--- config.mk ---
export PLATFORM = sky130hd
export DESIGN_NAME = code_lock_param_flat
export DESIGN_NICKNAME = d
export VERILOG_FILES = /design/src/rtl/code_lock_param_if.sv /design/src/rtl/code_lock_param.sv /design/src/flat_wrapper.sv
export SDC_FILE = /design/constraint.sdc
export NUM_CORES = 1
export LEC_CHECK = 0
export CAP_MARGIN = 20
export CELL_PAD_IN_SITES_DETAIL_PLACEMENT = 2
export CELL_PAD_IN_SITES_GLOBAL_PLACEMENT = 2
export CORE_UTILIZATION = 35
export DETAILED_ROUTE_END_ITERATION = 8
export GPL_ROUTABILITY_DRIVEN = 0
export PLACE_DENSITY_LB_ADDON = 0.1
export RECOVER_POWER = 100
export SLEW_MARGIN = 20
export SYNTH_ARGS = -nofsm -noshare
export SYNTH_HDL_FRONTEND = slang
export SYNTH_SLANG_ARGS = --single-unit
--- constraint.sdc ---
create_clock -name clk -period 2.4 [get_ports clk]
set_clock_uncertainty 0.15 [all_clocks]
set_input_delay 0.36 -clock clk [delete_from_list [all_inputs] [get_ports clk]]
set_output_delay 0.36 -clock clk [all_outputs]
set_load 0.02 [all_outputs]
--- src/rtl/code_lock_param_if.sv ---
// Digit strobe / status bundle for code_lock_param.
// CW must equal $clog2(CODE_LEN+1) of the attached lock.
interface code_lock_param_if #(
  parameter int CW = 3
) ();
  logic          b0;
  logic          b1;
  logic          prog_en;
  logic          unlock;
  logic          locked_out;
  logic [3:0]    fail_count;
  logic [CW-1:0] digit_count;

  modport master (
    output b0, b1, prog_en,
    input  unlock, locked_out,
    input  fail_count, digit_count
  );

  modport slave (
    input  b0, b1, prog_en,
    output unlock, locked_out,
    output fail_count, digit_count
  );
endinterface

--- src/rtl/code_lock_param.sv ---
// Attempt-based code lock with fail counting and timed lockout.
// Define CODE_LOCK_PROG_EN to build the re-programmable code register.
module code_lock_param #(
  parameter int                  CODE_LEN       = 5,
  parameter logic [CODE_LEN-1:0] DEFAULT_CODE   = 5'b01011,
  parameter int                  MAX_FAILS      = 3,
  parameter int                  UNLOCK_CYCLES  = 100,
  parameter int                  LOCKOUT_CYCLES = 1000
) (
  input  logic             clk,
  input  logic             reset,
  code_lock_param_if.slave bus
);

  localparam int DW = $clog2(CODE_LEN + 1);
  localparam int UW = (UNLOCK_CYCLES > 1) ? $clog2(UNLOCK_CYCLES) : 1;
  localparam int LW = (LOCKOUT_CYCLES > 1) ? $clog2(LOCKOUT_CYCLES) : 1;
  localparam int TW = (UW > LW) ? UW : LW;

  typedef enum logic [1:0] {
    COLLECT  = 2'd0,
    UNLOCKED = 2'd1,
    LOCKOUT  = 2'd2,
    PROGRAM  = 2'd3
  } state_t;

  state_t              state_q;
  state_t              state_d;
  logic                unlock_q;
  logic                unlock_d;
  logic                lock_q;
  logic                lock_d;
  logic [CODE_LEN-1:0] entry_q;
  logic [CODE_LEN-1:0] entry_full;
  logic [CODE_LEN:0]   entry_sh;
  logic [DW-1:0]       cnt_q;
  logic [3:0]          fails_q;
  logic [3:0]          fails_inc;
  logic [TW-1:0]       timer_q;
  logic [CODE_LEN-1:0] code_q;
  logic                digit_v;
  logic                last;
  logic                match;
  logic                fail_hit;
  logic                tmr_zero;
  logic                prog_ok;

  assign digit_v    = bus.b0 ^ bus.b1;
  assign entry_sh   = {entry_q, bus.b1};
  assign entry_full = entry_sh[CODE_LEN-1:0];
  assign last       = (cnt_q == DW'(CODE_LEN - 1));
  assign match      = (entry_full == code_q);
  assign tmr_zero   = (timer_q == '0);
  assign fails_inc  = (fails_q >= 4'(MAX_FAILS)) ? fails_q
                                                 : fails_q + 4'd1;
  assign fail_hit   = (fails_inc == 4'(MAX_FAILS));

`ifdef CODE_LOCK_PROG_EN
  logic code_we;

  assign prog_ok = bus.prog_en;
  // A 1-digit code completes on the very digit that leaves UNLOCKED.
  assign code_we = digit_v && last &&
                   ((state_q == PROGRAM) ||
                    (state_q == UNLOCKED && !tmr_zero && prog_ok));

  always_ff @(posedge clk or posedge reset) begin
    if (reset) begin
      code_q <= DEFAULT_CODE;
    end else if (code_we) begin
      code_q <= entry_full;
    end
  end
`else
  logic unused_prog;

  assign prog_ok     = 1'b0;
  assign unused_prog = bus.prog_en;
  assign code_q      = DEFAULT_CODE;
`endif

  always_ff @(posedge clk or posedge reset) begin
    if (reset) begin
      state_q  <= COLLECT;
      unlock_q <= 1'b0;
      lock_q   <= 1'b0;
    end else begin
      state_q  <= state_d;
      unlock_q <= unlock_d;
      lock_q   <= lock_d;
    end
  end

  always_comb begin
    state_d = state_q;
    case (state_q)
      COLLECT: begin
        if (digit_v && last) begin
          if (match) begin
            state_d = UNLOCKED;
          end else if (fail_hit) begin
            state_d = LOCKOUT;
          end
        end
      end
      UNLOCKED: begin
        if (tmr_zero) begin
          state_d = COLLECT;
        end else if (digit_v && prog_ok) begin
          state_d = last ? COLLECT : PROGRAM;
        end
      end
      LOCKOUT: begin
        if (tmr_zero) begin
          state_d = COLLECT;
        end
      end
      PROGRAM: begin
        if (digit_v && last) begin
          state_d = COLLECT;
        end
      end
      default: state_d = COLLECT;
    endcase
  end

  always_comb begin
    unlock_d = 1'b0;
    lock_d   = 1'b0;
    unique case (1'b1)
      (state_d == UNLOCKED): unlock_d = 1'b1;
      (state_d == LOCKOUT):  lock_d   = 1'b1;
      default: ;
    endcase
  end

  always_ff @(posedge clk or posedge reset) begin
    if (reset) begin
      entry_q <= '0;
      cnt_q   <= '0;
      fails_q <= '0;
      timer_q <= '0;
    end else begin
      case (state_q)
        COLLECT: begin
          if (digit_v) begin
            if (last) begin
              entry_q <= '0;
              cnt_q   <= '0;
              if (match) begin
                fails_q <= '0;
                timer_q <= TW'(UNLOCK_CYCLES - 1);
              end else begin
                fails_q <= fails_inc;
                timer_q <= TW'(LOCKOUT_CYCLES - 1);
              end
            end else begin
              entry_q <= entry_full;
              cnt_q   <= cnt_q + 1'b1;
            end
          end
        end
        UNLOCKED: begin
          if (!tmr_zero) begin
            timer_q <= timer_q - 1'b1;
            if (digit_v && prog_ok) begin
              if (last) begin
                fails_q <= '0;
              end else begin
                entry_q <= entry_full;
                cnt_q   <= cnt_q + 1'b1;
              end
            end
          end
        end
        LOCKOUT: begin
          if (tmr_zero) begin
            fails_q <= '0;
          end else begin
            timer_q <= timer_q - 1'b1;
          end
        end
        PROGRAM: begin
          if (digit_v) begin
            if (last) begin
              entry_q <= '0;
              cnt_q   <= '0;
              fails_q <= '0;
            end else begin
              entry_q <= entry_full;
              cnt_q   <= cnt_q + 1'b1;
            end
          end
        end
        default: ;
      endcase
    end
  end

  assign bus.unlock      = unlock_q;
  assign bus.locked_out  = lock_q;
  assign bus.fail_count  = fails_q;
  assign bus.digit_count = cnt_q;

endmodule

--- src/flat_wrapper.sv ---
// flat-port wrapper written by rule: the top's interface ports become plain ports
module code_lock_param_flat 
#(
  parameter int                  CODE_LEN       = 5,
  parameter logic [CODE_LEN-1:0] DEFAULT_CODE   = 5'b01011,
  parameter int                  MAX_FAILS      = 3,
  parameter int                  UNLOCK_CYCLES  = 100,
  parameter int                  LOCKOUT_CYCLES = 1000
)
  (clk, reset, bus_b0, bus_b1, bus_prog_en, bus_unlock, bus_locked_out, bus_fail_count, bus_digit_count);
  code_lock_param_if #(.CW(3)) bus_i ();
  input  logic clk;
  input  logic reset;
  input wire logic [$bits(bus_i.b0)-1:0] bus_b0;
  input wire logic [$bits(bus_i.b1)-1:0] bus_b1;
  input wire logic [$bits(bus_i.prog_en)-1:0] bus_prog_en;
  output wire logic [$bits(bus_i.unlock)-1:0] bus_unlock;
  output wire logic [$bits(bus_i.locked_out)-1:0] bus_locked_out;
  output wire logic [$bits(bus_i.fail_count)-1:0] bus_fail_count;
  output wire logic [$bits(bus_i.digit_count)-1:0] bus_digit_count;
  assign bus_i.b0 = bus_b0;
  assign bus_i.b1 = bus_b1;
  assign bus_i.prog_en = bus_prog_en;
  assign bus_unlock = bus_i.unlock;
  assign bus_locked_out = bus_i.locked_out;
  assign bus_fail_count = bus_i.fail_count;
  assign bus_digit_count = bus_i.digit_count;
  code_lock_param #(.CODE_LEN(CODE_LEN), .DEFAULT_CODE(DEFAULT_CODE), .MAX_FAILS(MAX_FAILS), .UNLOCK_CYCLES(UNLOCK_CYCLES), .LOCKOUT_CYCLES(LOCKOUT_CYCLES)) u_core (.clk(clk), .reset(reset), .bus(bus_i));
endmodule
==> impl_metrics.env, run 1 <==
export IMPL_p_per_area_mw_per_mm2=976
export IMPL_outcome="completed"
export IMPL_cts_root_buffer="clkbuf_8"
export IMPL_grt_max_degree=26
export IMPL_worst_setup_path_type="reg2reg"
export IMPL_grt_pass1_wl_mm=6.80
export IMPL_synth_top_area_frac=0.431
export IMPL_drtAntennaViolNets=0
export IMPL_synth_seq_cells=25
export IMPL_max_cap_violations=0
export IMPL_critPathSlowestCell="dfrtp_1"
export IMPL_fillers=446
export IMPL_period_share=0.922
export IMPL_grt_usage=0.211
export IMPL_ir_worst_vdd_mv=0.346
export IMPL_top_layer_used="met4"
export IMPL_muxShareOfSynthArea=0.00775
export IMPL_cts_setup_buffers=0
export IMPL_dp_cells=236
export IMPL_timing_fmax_mhz=452
export IMPL_cp_max_fo=5
export IMPL_reg2reg_depth=6
export IMPL_die_y_um=66.4
export IMPL_routed_wl_mm=4.13
export IMPL_rsz0062_at_grt="false"
export IMPL_synth_most_common_cell="dfrtp_1"
export IMPL_multi_input_area_sq_um=778
export IMPL_cp_end_kind="flop"
export IMPL_synth_compound_area_frac=0.145
export IMPL_min_period_ns=2.21
export IMPL_worstHoldPathCells=2
export IMPL_instances_no_fill=240
export IMPL_synth_flop_cell="dfrtp_1"
export IMPL_core_rowCount=23
export IMPL_clkLatencyLatePin_ns=0.28
export IMPL_drc=0
export IMPL_cts_repair_resized=0
export IMPL_tritoncts="done"
export IMPL_holdCritPathClass="reg2reg"
export IMPL_layout_drive_gt1_share=0.126
export IMPL_fin_tns_setup_ns=0
export IMPL_core_area_sq_mm=0.00400
export IMPL_yosys_area_share_adder=0.0775
export IMPL_wl_met2_mm=2.21
export IMPL_synth_edf_count=0
export IMPL_grt_overflow_total=0
export IMPL_numCtsBuffers=3
export IMPL_dp_slack_ns=0.0470
export IMPL_hpwl_mm=3.20
export IMPL_area_growth_pct=22.1
export IMPL_cp_arrival_ns=2.23
export IMPL_nets=205
export IMPL_synthCells=160
export IMPL_cts_hold_buf=0
export IMPL_syn_num_nets=174
export IMPL_synth_top_family_by_area="simple AND/OR/NAND/NOR gates"
export IMPL_worst_slew_margin_rel=0.0375
export IMPL_dpl_cell_area_sq_mm=0.00174
export IMPL_synthTopCellsByArea="dfrtp_1 (43%), ha_1 (7.8%), nand2_1 (5.2%)"
export IMPL_synthArstFlopShare=1.00
export IMPL_grt_pass1_vias=1421
export IMPL_cts_path_max_buffers=2
export IMPL_n_antenna_cell=0
export IMPL_avgSynthCellArea_sq_um=9.08
export IMPL_drt_pass1_iter_count=4
export IMPL_htreeDepth=1
export IMPL_syn_area_sq_mm=0.00145
export IMPL_worstPathCellList="inv_1 > ha_1 > nor4b_2 > nand3_1 > a221o_1 > mux2_2"
export IMPL_portBuffers=12
export IMPL_avgRoutedWirePerCell_um=17.2
export IMPL_viasPerCell=5.50
export IMPL_p_leak_nw=0.803
export IMPL_antenna_found_initial=0
export IMPL_die_w_um=66.4
export IMPL_clk_pin_slew_ns=0.09
export IMPL_fin_ws_ns=0.186
export IMPL_worst_pin_slew_ns=1.44
export IMPL_final_area_sq_mm=0.00177
export IMPL_wl_met3_um=76
export IMPL_critPathLaunchType="flop"
export IMPL_reg2reg_slack_ns=0.19
export IMPL_setup_viol=0
export IMPL_regArea_sq_um=626
export IMPL_die_area_sq_mm=0.00441
export IMPL_yosys_top_cells_count="dfrtp_1 (25), nand2_1 (20), nor2_1 (18), inv_1 (12), nand3_1 (11)"
export IMPL_dr_first_iter_drc_count=21
export IMPL_final_max_slew_viol_count=0
export IMPL_m1WireLength_mm=1.79
export IMPL_synthSimpleGateAreaFrac=0.270
export IMPL_yosysWarnings=0
export IMPL_io_pins=14
export IMPL_finalHoldViolations=0
export IMPL_vias=1319
export IMPL_synth_largest_area_cell="dfrtp_1"
export IMPL_synth_distinct_cells=43
export IMPL_cp_slowest_stage_delay_ns=0.43
export IMPL_synth_seq_area_share=0.431
export IMPL_crit_required_ns=2.41
export IMPL_synth_xor_area_frac=0.0301
export IMPL_cts_sinks=25
export IMPL_start_util=0.363
==> worst max-delay path: cells and delay by family (launching register included) <==
kind	cells	cell delay [ns]
compound gates	1	0.40
fa+ha+maj	1	0.23
buf+inv	1	0.07
flops	1	0.43
mux	1	0.27
simple gates	2	0.56
==> registers in the layout (all words and copies together) (netlist names) <==
name                    count
u_core.bus.digit_count      3
u_core.bus.fail_count       4
u_core.bus.locked_out       1
u_core.bus.unlock           1
u_core.entry_q              4
u_core.state_q              2
u_core.timer_q             10
==> cell type report <==
class                   count  share of cell area
well taps                  50              0.0353
repair buffers             27               0.123
flip-flops and latches     25               0.353
multi-input cells         122               0.439
clock buffers               4              0.0254
inverters                  12              0.0254
==> path summary, 6_finish.rpt <==
check                                  startpoint                   endpoint
min in group asynchronous                   reset  u_core.bus.digit_count[0]
worst min-delay path            u_core.entry_q[3]          u_core.entry_q[3]
worst max-delay path            u_core.timer_q[0]   u_core.bus.fail_count[0]
max in group asynchronous                   reset          u_core.timer_q[9]
worst min register to register  u_core.entry_q[3]          u_core.entry_q[3]
worst max register to register  u_core.timer_q[0]   u_core.bus.fail_count[0]
==> metal layers <==
layer  up-vias  track usage
met4         0       0.0638
met2        13        0.399
met5         -            0
li1        631            -
met3         5       0.0276
met1       670        0.242
==> cells by family after synthesis <==
logic type,after synthesis
buffers and inverters,13
XOR/XNOR,5
AO/OA/AOI/OAI,31
adder cells (fa/ha/maj),9
multiplexers,1
AND/OR/NAND/NOR,76
flip-flops,25
==> layout by cell type, fill, tap and decap left out, drive strengths merged, types with 2 or more instances in the layout <==
cell | synthesis | final
inv | 12 | 12
dlygate4sd3 | 0 | 10
nor4b | 2 | 2
a22oi | 2 | 2
or2 | 2 | 2
clkdlybuf4s50 | 0 | 2
nor2 | 18 | 18
nor2b | 2 | 2
or4 | 2 | 2
buf | 1 | 11
nand3 | 11 | 11
dfrtp | 25 | 25
nand2 | 20 | 20
a211oi | 3 | 3
clkbuf | 0 | 8
nor3 | 4 | 4
a221o | 2 | 2
and2 | 2 | 2
xor2 | 4 | 4
nand4 | 3 | 3
nor4 | 3 | 3
a21oi | 4 | 4
ha | 9 | 9
o21ai | 12 | 12
==> power by group <==
group / internal, W / switching [W]
Clock: 0.000119 / 0.000141
Sequential: 0.000559 / 0.000154
Combinational: 0.000333 / 0.000426
Total: 0.00101 / 0.000721
==> per-stage QoR <==
stage,util,hold WS [ns],power [W]
final,0.444,0.346,0.00173
after global routing,0.444,0.379,0.00187
after CTS,0.445,0.349,0.00177
after detailed placement,0.434,0.333,0.00150
after global placement,0.434,0.302,0.00143
after floorplan,-,0.237,0.00117
Power figures use the tool's default switching activity.
==> run 2: changes to the inputs <==
- CELL_PAD_IN_SITES_DETAIL_PLACEMENT: 2 -> not set
- CELL_PAD_IN_SITES_GLOBAL_PLACEMENT: 2 -> not set
- CORE_UTILIZATION: 35 -> 46
- PLACE_DENSITY: not set -> 0.69
- PLACE_DENSITY_LB_ADDON: 0.1 -> not set
- TNS_END_PERCENT: not set -> 30
- clock period: 2.4 -> 1.8 ns (I/O delays scaled with it)
==> impl_metrics.env, run 2 (synthesis results as in run 1) <==
export IMPL_outcome="finished with violations"
export IMPL_violations="negative setup slack"
export IMPL_cts_sinks=25
export IMPL_start_util=0.480
export IMPL_die_y_um=58.2
export IMPL_critPathSlowestCell="dfrtp_2"
export IMPL_instances_no_fill=268
export IMPL_vias=1452
export IMPL_cts_root_buffer="clkbuf_4"
export IMPL_rsz0062_at_grt="true"
export IMPL_worst_setup_path_type="reg2reg"
export IMPL_final_area_sq_mm=0.00223
export IMPL_fin_ws_ns=-0.213
export IMPL_drtAntennaViolNets=0
export IMPL_viasPerCell=5.42
export IMPL_max_cap_violations=0
export IMPL_period_share=1.12
export IMPL_grt_overflow_total=0
export IMPL_hpwl_mm=2.77
export IMPL_timing_fmax_mhz=497
export IMPL_die_w_um=58.2
export IMPL_cp_end_kind="flop"
export IMPL_routed_wl_mm=3.96
export IMPL_dp_slack_ns=-0.338
export IMPL_crit_required_ns=1.93
export IMPL_grt_pass1_vias=1341
export IMPL_core_area_sq_mm=0.00303
export IMPL_worst_slew_margin_rel=0.575
export IMPL_cts_path_max_buffers=2
export IMPL_core_rowCount=20
export IMPL_worstPathCellList="ha_4 > or3b_4 > a211oi_4 > a31oi_1 > a21oi_2 > and3_1"
export IMPL_worst_pin_slew_ns=0.637
export IMPL_dr_first_iter_drc_count=66
export IMPL_dpl_cell_area_sq_mm=0.00207
export IMPL_grt_usage=0.235
export IMPL_finalHoldViolations=0
export IMPL_p_per_area_mw_per_mm2=1260
export IMPL_n_antenna_cell=0
export IMPL_io_pins=14
export IMPL_clkLatencyLatePin_ns=0.33
export IMPL_min_period_ns=2.01
export IMPL_ir_worst_vdd_mv=0.735
export IMPL_largest_reg_flops=10
export IMPL_area_growth_pct=53.7
export IMPL_critPathLaunchType="flop"
export IMPL_cts_hold_buf=0
export IMPL_cp_arrival_ns=2.14
export IMPL_die_area_sq_mm=0.00339
export IMPL_holdCritPathClass="reg2reg"
export IMPL_finalPower_w=0.00282
export IMPL_drc=0
export IMPL_path_buf_inv=0
export IMPL_tritoncts="done"
export IMPL_grt_pass1_wl_mm=6.11
export IMPL_numCtsBuffers=3
export IMPL_final_max_slew_viol_count=0
export IMPL_final_common_cell="buf_4"
export IMPL_layout_drive_gt1_share=0.438
export IMPL_nets=239
export IMPL_worst_path_dominant_cell_family="simple AND/OR/NAND/NOR gates"
export IMPL_avgRoutedWirePerCell_um=14.8
export IMPL_cp_slowest_stage_delay_ns=0.45
export IMPL_largest_register="u_core.timer_q"
export IMPL_drt_pass1_iter_count=4
export IMPL_portBuffers=12
export IMPL_antenna_found_initial=0
export IMPL_clk_pin_slew_ns=0.14
export IMPL_grt_max_degree=26
export IMPL_htreeDepth=1
export IMPL_layout_common_cells="buf_4 (39), dfrtp_1 (19), nand2_1 (18)"
export IMPL_dp_cells=259
export IMPL_cp_max_fo=3
export IMPL_setup_viol=15
export IMPL_p_leak_nw=0.974
## run 2: cell types whose count changed in the layout (fill, tap and decap cells not counted), sizes merged
| cell | before | now |
|---|---|---|
| clkdlybuf4s50 | 2 | 4 |
| dlygate4sd3 | 10 | 1 |
| dlygate4sd2 | 0 | 5 |
| clkinvlp | 0 | 1 |
| buf | 11 | 45 |
| clkbuf | 8 | 9 |
## run 2: final cells by class
type,instances,area (sq um)
sequential,25,633
tap,44,55.1
clock buffer,3,22.5
timing repair buffer,61,490
clock inverter,1,7.51
inverter,12,45.0
multi-input combinational,122,978
fill,218,796
## run 2: power breakdown
part | switching [W] | internal, W
clock | 0.000182 | 0.0000852
sequential | 0.000172 | 0.000756
combinational | 0.000805 | 0.000819
## run 2: stage by stage
stage	util	hold WS (ns)	TNS, ns
after CTS	0.716	0.132	-1.47
final	0.737	0.345	-1.51
after global routing	0.737	0.370	-3.21
after floorplan	-	0.147	-0.667
after global placement	0.684	0.302	-2.79
after detailed placement	0.684	0.316	-4.08
## run 2: repair_timing
action / 4_1_cts / 5_1_grt
setup buffers: 2 / 3
resized for setup: 21 / 21
setup endpoints to repair: 23 / 21
pin swaps: 12 / 9
## run 2: routing by layer
| metal | vias to the layer above | wire length (um) | global-route usage | part of all wire |
|---|---|---|---|---|
| met4 | 0 | 113 | 0.0952 | 0.029 |
| met5 | - | 0 | 0 | 0 |
| met1 | 703 | 1690 | 0.296 | 0.43 |
| met2 | 39 | 1990 | 0.402 | 0.50 |
| li1 | 698 | - | - | - |
| met3 | 12 | 164 | 0.0379 | 0.041 |
## run 2: tightest hold or removal path: cells and delay by family (launching register included)
family	cells	cell delay, ns
flops	1	0.37
simple gates	2	0.11
## run 2: worst paths after layout
| check | start | to | slack [ns] | cells past startpoint |
|---|---|---|---|---|
| setup / recovery | u_core.bus.fail_count[1] | u_core.bus.locked_out | -0.21 | 6 |
| hold / removal | u_core.entry_q[3] | u_core.entry_q[3] | 0.34 | 2 |
| setup reg to reg | u_core.bus.fail_count[1] | u_core.bus.locked_out | -0.21 | 6 |
| hold reg to reg | u_core.entry_q[3] | u_core.entry_q[3] | 0.34 | 2 |
| max in group asynchronous | reset | u_core.bus.fail_count[0] | 0.69 | 3 |
| min in group asynchronous | reset | u_core.entry_q[1] | 0.37 | 3 |
==> run 3: changes to the inputs <==
- ABC_CLOCK_PERIOD_IN_PS: not set -> 1800
- SLEW_MARGIN: 20 -> not set
==> results of run 3 <==
Same layout as run 2: the final DEF is identical, and so are final timing and power.
